File: src/rtl/alu_share_arbiter.sv
// Round-robin share of one combinational ALU between two requesters, each with a 1-deep result slot.
// Optional grant/conflict counters when ALU_SHARE_PERF_CNT_EN is defined.
module alu_share_arbiter #(
  parameter int DATA_WIDTH = 64,
  parameter int CTL_WIDTH  = 5
) (
  input  logic                  clk,
  input  logic                  rst,
  input  logic                  req0_valid,
  output logic                  req0_ready,
  input  logic [CTL_WIDTH-1:0]  req0_ctl,
  input  logic [DATA_WIDTH-1:0] req0_da,
  input  logic [DATA_WIDTH-1:0] req0_db,
  output logic                  rsp0_valid,
  input  logic                  rsp0_ready,
  output logic [DATA_WIDTH-1:0] rsp0_dc,
  output logic                  rsp0_zero,
  output logic                  rsp0_ovf,
  input  logic                  req1_valid,
  output logic                  req1_ready,
  input  logic [CTL_WIDTH-1:0]  req1_ctl,
  input  logic [DATA_WIDTH-1:0] req1_da,
  input  logic [DATA_WIDTH-1:0] req1_db,
  output logic                  rsp1_valid,
  input  logic                  rsp1_ready,
  output logic [DATA_WIDTH-1:0] rsp1_dc,
  output logic                  rsp1_zero,
  output logic                  rsp1_ovf,
  output logic [CTL_WIDTH-1:0]  alu_ctl,
  output logic [DATA_WIDTH-1:0] alu_da,
  output logic [DATA_WIDTH-1:0] alu_db,
  input  logic [DATA_WIDTH-1:0] alu_dc,
  input  logic                  alu_zero,
  input  logic                  alu_ovf
`ifdef ALU_SHARE_PERF_CNT_EN
  ,
  output logic [31:0]           perf_grant0,
  output logic [31:0]           perf_grant1,
  output logic [31:0]           perf_conflict
`endif
);

  logic                  elig0, elig1;
  logic                  gnt0, gnt1;
  logic                  last_q, last_d;
  logic                  v0_q, v0_d, v1_q, v1_d;
  logic [DATA_WIDTH-1:0] dc0_q, dc0_d, dc1_q, dc1_d;
  logic                  z0_q, z0_d, z1_q, z1_d;
  logic                  o0_q, o0_d, o1_q, o1_d;

  // last_q = 1 means port 1 was granted most recently
  always_comb begin
    elig0  = req0_valid && (!v0_q || rsp0_ready);
    elig1  = req1_valid && (!v1_q || rsp1_ready);
    gnt0   = elig0 && (!elig1 || last_q);
    gnt1   = elig1 && (!elig0 || !last_q);
    last_d = last_q;
    if (gnt0) last_d = 1'b0;
    else if (gnt1) last_d = 1'b1;
  end

  always_comb begin
    alu_ctl = '0;
    alu_da  = '0;
    alu_db  = '0;
    unique case (1'b1)
      gnt0: begin
        alu_ctl = req0_ctl;
        alu_da  = req0_da;
        alu_db  = req0_db;
      end
      gnt1: begin
        alu_ctl = req1_ctl;
        alu_da  = req1_da;
        alu_db  = req1_db;
      end
      default: ;
    endcase
  end

  always_comb begin
    v0_d  = v0_q;
    dc0_d = dc0_q;
    z0_d  = z0_q;
    o0_d  = o0_q;
    if (gnt0) begin
      v0_d  = 1'b1;
      dc0_d = alu_dc;
      z0_d  = alu_zero;
      o0_d  = alu_ovf;
    end else if (rsp0_ready) begin
      v0_d  = 1'b0;
    end
  end

  always_comb begin
    v1_d  = v1_q;
    dc1_d = dc1_q;
    z1_d  = z1_q;
    o1_d  = o1_q;
    if (gnt1) begin
      v1_d  = 1'b1;
      dc1_d = alu_dc;
      z1_d  = alu_zero;
      o1_d  = alu_ovf;
    end else if (rsp1_ready) begin
      v1_d  = 1'b0;
    end
  end

  always_ff @(posedge clk or posedge rst) begin
    if (rst) begin
      last_q <= 1'b1;
      v0_q   <= 1'b0;
      dc0_q  <= '0;
      z0_q   <= 1'b0;
      o0_q   <= 1'b0;
      v1_q   <= 1'b0;
      dc1_q  <= '0;
      z1_q   <= 1'b0;
      o1_q   <= 1'b0;
    end else begin
      last_q <= last_d;
      v0_q   <= v0_d;
      dc0_q  <= dc0_d;
      z0_q   <= z0_d;
      o0_q   <= o0_d;
      v1_q   <= v1_d;
      dc1_q  <= dc1_d;
      z1_q   <= z1_d;
      o1_q   <= o1_d;
    end
  end

  assign req0_ready = gnt0;
  assign req1_ready = gnt1;
  assign rsp0_valid = v0_q;
  assign rsp0_dc    = dc0_q;
  assign rsp0_zero  = z0_q;
  assign rsp0_ovf   = o0_q;
  assign rsp1_valid = v1_q;
  assign rsp1_dc    = dc1_q;
  assign rsp1_zero  = z1_q;
  assign rsp1_ovf   = o1_q;

`ifdef ALU_SHARE_PERF_CNT_EN
  logic [31:0] pg0_q, pg0_d, pg1_q, pg1_d, pc_q, pc_d;

  // with both valid, at most one can be granted, so every such cycle is a conflict
  always_comb begin
    pg0_d = pg0_q + {31'd0, gnt0};
    pg1_d = pg1_q + {31'd0, gnt1};
    pc_d  = pc_q + {31'd0, req0_valid && req1_valid};
  end

  always_ff @(posedge clk or posedge rst) begin
    if (rst) begin
      pg0_q <= '0;
      pg1_q <= '0;
      pc_q  <= '0;
    end else begin
      pg0_q <= pg0_d;
      pg1_q <= pg1_d;
      pc_q  <= pc_d;
    end
  end

  assign perf_grant0   = pg0_q;
  assign perf_grant1   = pg1_q;
  assign perf_conflict = pc_q;
`endif

endmodule

File: config.mk
export PLATFORM = sky130hd
export DESIGN_NAME = alu_share_arbiter
export DESIGN_NICKNAME = d
export VERILOG_FILES = /design/src/rtl/alu_share_arbiter.sv
export SDC_FILE = /design/constraint.sdc
export NUM_CORES = 1
export LEC_CHECK = 0
export BUFFER_PORTS_ARGS = -buffer_cell sky130_fd_sc_hd__buf_2
export CAP_MARGIN = 20
export CELL_PAD_IN_SITES_DETAIL_PLACEMENT = 1
export CELL_PAD_IN_SITES_GLOBAL_PLACEMENT = 1
export CORE_AREA = 2 2 240 242
export DETAILED_ROUTE_END_ITERATION = 7
export DIE_AREA = 0 0 242 244
export HOLD_SLACK_MARGIN = 0.08
export PLACE_DENSITY_LB_ADDON = 0.08
export REMOVE_ABC_BUFFERS = 1
export SYNTH_ARGS = -nofsm -noshare
export SYNTH_HDL_FRONTEND = slang
export SYNTH_SLANG_ARGS = --single-unit
File: constraint.sdc
create_clock -name clk -period 4.8 [get_ports clk]
set_input_delay 0.48 -clock clk [delete_from_list [all_inputs] [get_ports clk]]
set_output_delay 0.48 -clock clk [all_outputs]
set_load 0.05 [all_outputs]
# Word-level counts from Yosys, hierarchy flattened
# Cells that the tools add are included.
# W data, S select, Z words.
[totals] ff_bits=135 inputBits=338 out_inout_bits=269 word_cells=34
[classes] n_mux=9 reduce_logical=16
[op_table] operator="$pmux W64 S2" count=2
[op_table] operator="$pmux W5 S2" count=1
[op_table] operator="$mux W1" count=6
[op_table] operator="$reduce_bool A2 Y1" count=3
[op_table] operator="$logic_not A1 Y1" count=5
[op_table] operator="$logic_and A1 B1 Y1" count=4
[op_table] operator="$logic_or A1 B1 Y1" count=4

# Depth between registers and ports, before layout
[depth] word_depth=8 mapped_depth=6 depth_no_buf=4

# Worst setup path after synthesis
# No wires, ideal clock.
[synth_timing] path_kind="register -> output" from="register v1_q, in the netlist rsp1_valid" to="output alu_da[51]" arrival_ns=2.302 required_time_ns=4.320 path_slack_ns=2.018 path_stages_with_launch=6 n_path_buf=1 cell_sequence="dfrtp_1 > nor2b_1 > o211ai_2 > inv_2 > clkbuf_1 > a22o_1"
[synth_via] elab_chain_cells=7
[synth_rtl] element="start, declared" line="46" rtl="logic v0_q, v0_d, v1_q, v1_d;"
[synth_rtl] element="start signal, assigned" line="128" rtl="v1_q <= v1_d;"
[synth_rtl] element="$logic_not A1 Y1" line="54" rtl="elig1 = req1_valid && (!v1_q || rsp1_ready);"
[synth_rtl] element="$logic_or A1 B1 Y1" line="54"
[synth_rtl] element="$logic_and A1 B1 Y1" line="54"
[synth_rtl] element="$logic_not A1 Y1" line="55" rtl="gnt0 = elig0 && (!elig1 || last_q);"
[synth_rtl] element="$logic_or A1 B1 Y1" line="55"
[synth_rtl] element="$logic_and A1 B1 Y1" line="55"
[synth_rtl] element="named net req0_ready" line="10" rtl="output logic req0_ready,"
[synth_rtl] element="$pmux W64 S2" line="66" rtl="unique case (1'b1)"
[synth_rtl] element="end, declared" line="30" rtl="output logic [DATA_WIDTH-1:0] alu_da,"
# The timed path passes the listed nets, and every way through them passes these cells.

# Final worst setup path
[layout_timing] from="register last_q" to="output alu_db[16]"
[layout_via] elab_chain_cells=4
[layout_rtl] element="start, declared" line="45" rtl="logic last_q, last_d;"
[layout_rtl] element="start signal, assigned" line="123" rtl="last_q <= last_d;"
[layout_rtl] element="$logic_not A1 Y1" line="56" rtl="gnt1 = elig1 && (!elig0 || !last_q);"
[layout_rtl] element="$logic_or A1 B1 Y1" line="56"
[layout_rtl] element="$logic_and A1 B1 Y1" line="56"
[layout_rtl] element="$pmux W64 S2 *" line="66"
[layout_rtl] element="end, declared" line="31" rtl="output logic [DATA_WIDTH-1:0] alu_db,"
# Every way passes the cells marked *; elsewhere a longest branch is shown, timed or not.

==> impl_metrics.json <==
{
  "status": "complete, no violations",
  "die_h_um": 244,
  "critPathArrivalTime_ns": 2.75,
  "report.final.slew_viol_count": 0,
  "clk_pin_slew_worst_paths_ns": 0.07,
  "numClockSinks": 135,
  "fp.dieW_um": 242,
  "first_pass_iters": 4,
  "io_buffers": 606,
  "core_um2": 56200,
  "crit_chain": "nand2b_1 -> o211ai_4 -> inv_4 -> buf_4 -> a22o_1 -> buf_2",
  "fin_crit_sh_pct": 67.4,
  "area_growth_syn_to_layout_pct": 72.0,
  "reg2regPathDepth": 5,
  "clk-insertion-delay-late_ns": 0.44,
  "synth_top_area_share_pct": 53.0,
  "cp-end-kind": "primary output",
  "hold_viol_final": 0,
  "place_congestion": 0.891,
  "synthTopCellsByCount": "dfrtp_1, a22o_1, mux2_2",
  "crit_type": "flop to primary output",
  "viasPerCell": 3.72,
  "reg2reg_slack_ns": 2.34,
  "clockBufferDepth": 2,
  "syn_area_um2": 6330,
  "routed_wl_um": 49500,
  "ctsResizeCount": 0,
  "vias": 6875,
  "yosys_warnings": 0,
  "max_stage_delay_ns": 0.54,
  "rows": 87,
  "drtIter0Drc": 259,
  "crit_slowest_cell": "dfstp_2",
  "timing.rr.end": "rsp0_dc[42]",
  "finalSetupViolations": 0,
  "ctsHoldBuffers": 0,
  "synth_flop_cell": "dfrtp_1",
  "ir_drop_v": 0.000198,
  "dieArea_um2": 59000,
  "synth_area_leaders": "dfrtp_1, mux2_2, a22o_1",
  "postSynthCellCount": 457,
  "async_flop_share_pct": 100,
  "grt_overflow_total": 0,
  "finalPower_w": 0.00616,
  "yosysTopAreaCell": "dfrtp_1",
  "cts_tree": "built",
  "grt_max_degree": 74,
  "cp.buffers_inverters": 3,
  "dp_hpwl_um": 42000,
  "max-slew-margin-rel_pct": 47.6,
  "hold_path_class": "input pin to asynchronous set/reset pin",
  "clock_skew_ns": 0.0111,
  "grt_pass1_wl_um": 65100,
  "cts_buffers": 17,
  "start_kind": "flop",
  "synth.most_common_cell": "dfrtp_1",
  "fmax_mhz": 309,
  "avgSynthCellArea_um2": 13.9,
  "required_ns": 4.32,
  "grt_pass1_vias": 7207,
  "final_antenna_net_count": 0,
  "power_leakage_nw": 5.48,
  "htreeDepth": 4,
  "ys_seq_area_share_pct": 53.4,
  "drcViolationCount": 0,
  "crit_fanout": 44,
  "tightest_slew_ns": 0.786,
  "fin_ws_ns": 1.57,
  "io-pin-count": 607,
  "p_per_area_nw_per_um2": 566,
  "wl_per_cell_um": 26.8,
  "ys_ff_latch": 135,
  "nets": 1388,
  "path_delay_family": "buffers and inverters",
  "startpoint": "last_q",
  "rr_startpoint": "rsp1_valid",
  "period_needed_ns": 3.23,
  "synth_edf_count": 0,
  "grt_use_total_pct": 16.2,
  "synth_cell_types": 14,
  "rsz0062_at_grt": "false",
  "cap_violations": 0,
  "initial_utilization_pct": 11.3,
  "antenna_found_initial": 65,
  "drive_above_1_share_pct": 73.9,
  "post_cts_buffers": 0,
  "cts-root-buf": "clkbuf_16",
  "place_ws_ns": 1.78
}
[per-layer routing]
layer  share of wire (%)  up-vias  track usage (%)
met2                  52      391             28.9
met3                 9.1      110             6.88
met4                 3.6       14             7.79
met1                  35     3370             16.1
li1                    -     2990                -
met5                0.18        -             1.06
[stage by stage]
stage	util, %	hold slack [ns]	std cells	instance area (um^2)	TNS (ns)
global placement	18.2	0.483	1787	10200	0
CTS	19.3	0.0966	1819	10800	0
global route	19.3	0.117	1835	10900	0
detailed placement	18.2	0.488	1787	10200	0
floorplan	-	0.468	415	6120	-65.07
finish	19.4	0.105	1849	10900	0
[power breakdown]
part           internal (W)  total [W]  switching, W  leakage [nW]
combinational      0.000812    0.00321       0.00240          3.62
sequential          0.00144    0.00159      0.000145          1.57
clock              0.000776    0.00136      0.000582         0.278
total               0.00303    0.00616       0.00313          5.48
[sequential cells by signal (all words and copies together) (netlist names)]
name        flops
last_q          1
rsp0_dc        64
rsp0_ovf        1
rsp0_valid      1
rsp0_zero       1
rsp1_dc        64
rsp1_ovf        1
rsp1_valid      1
rsp1_zero       1
[cells by family (layout without fill, tap and decap cells)]
family,count (synthesis),count (layout),synth area share (%)
flip-flops,135,135,53.4
AND/OR/NAND/NOR,9,9,0.731
other,0,30,0
AO/OA/AOI/OAI,136,136,18.9
multiplexers,132,132,23.5
buffers and inverters,45,651,3.46
[final cells by class]
type | instances | area, um^2
inverter | 3 | 23.8
multi-input combinational | 277 | 2750
fill | 6602 | 45300
sequential | 135 | 3380
antenna | 30 | 75.1
tap | 756 | 946
clock inverter | 15 | 169
timing repair buffer | 616 | 3120
clock buffer | 17 | 425
[worst max path at each step]
stage	endpoint	cells after the start	slack, ns
2_1_floorplan	alu_ctl[0]	4	-0.49
3_3_place_gp	alu_db[16]	7	1.79
3_5_place_dp	alu_db[16]	7	1.78
4_1_cts	alu_db[16]	6	1.47
5_1_grt	alu_da[28]	6	1.36
6_report	alu_db[16]	6	1.57
[cells in the final DEF (no fill, tap or decap)]
master,count
buf_2,606
dfrtp_1,134
a22o_1,133
mux2_2,132
diode_2,30
clkbuf_16,17
buf_4,9
inv_6,7
nand2_1,4
clkinvlp_4,4
clkinv_4,4
nand2b_1,3
nor2b_1,2
o211ai_4,2
bufinv_16,2
inv_4,1
o2bb2ai_1,1
dfstp_2,1
buf_12,1
No activity file was read; power rests on OpenSTA's default activity.
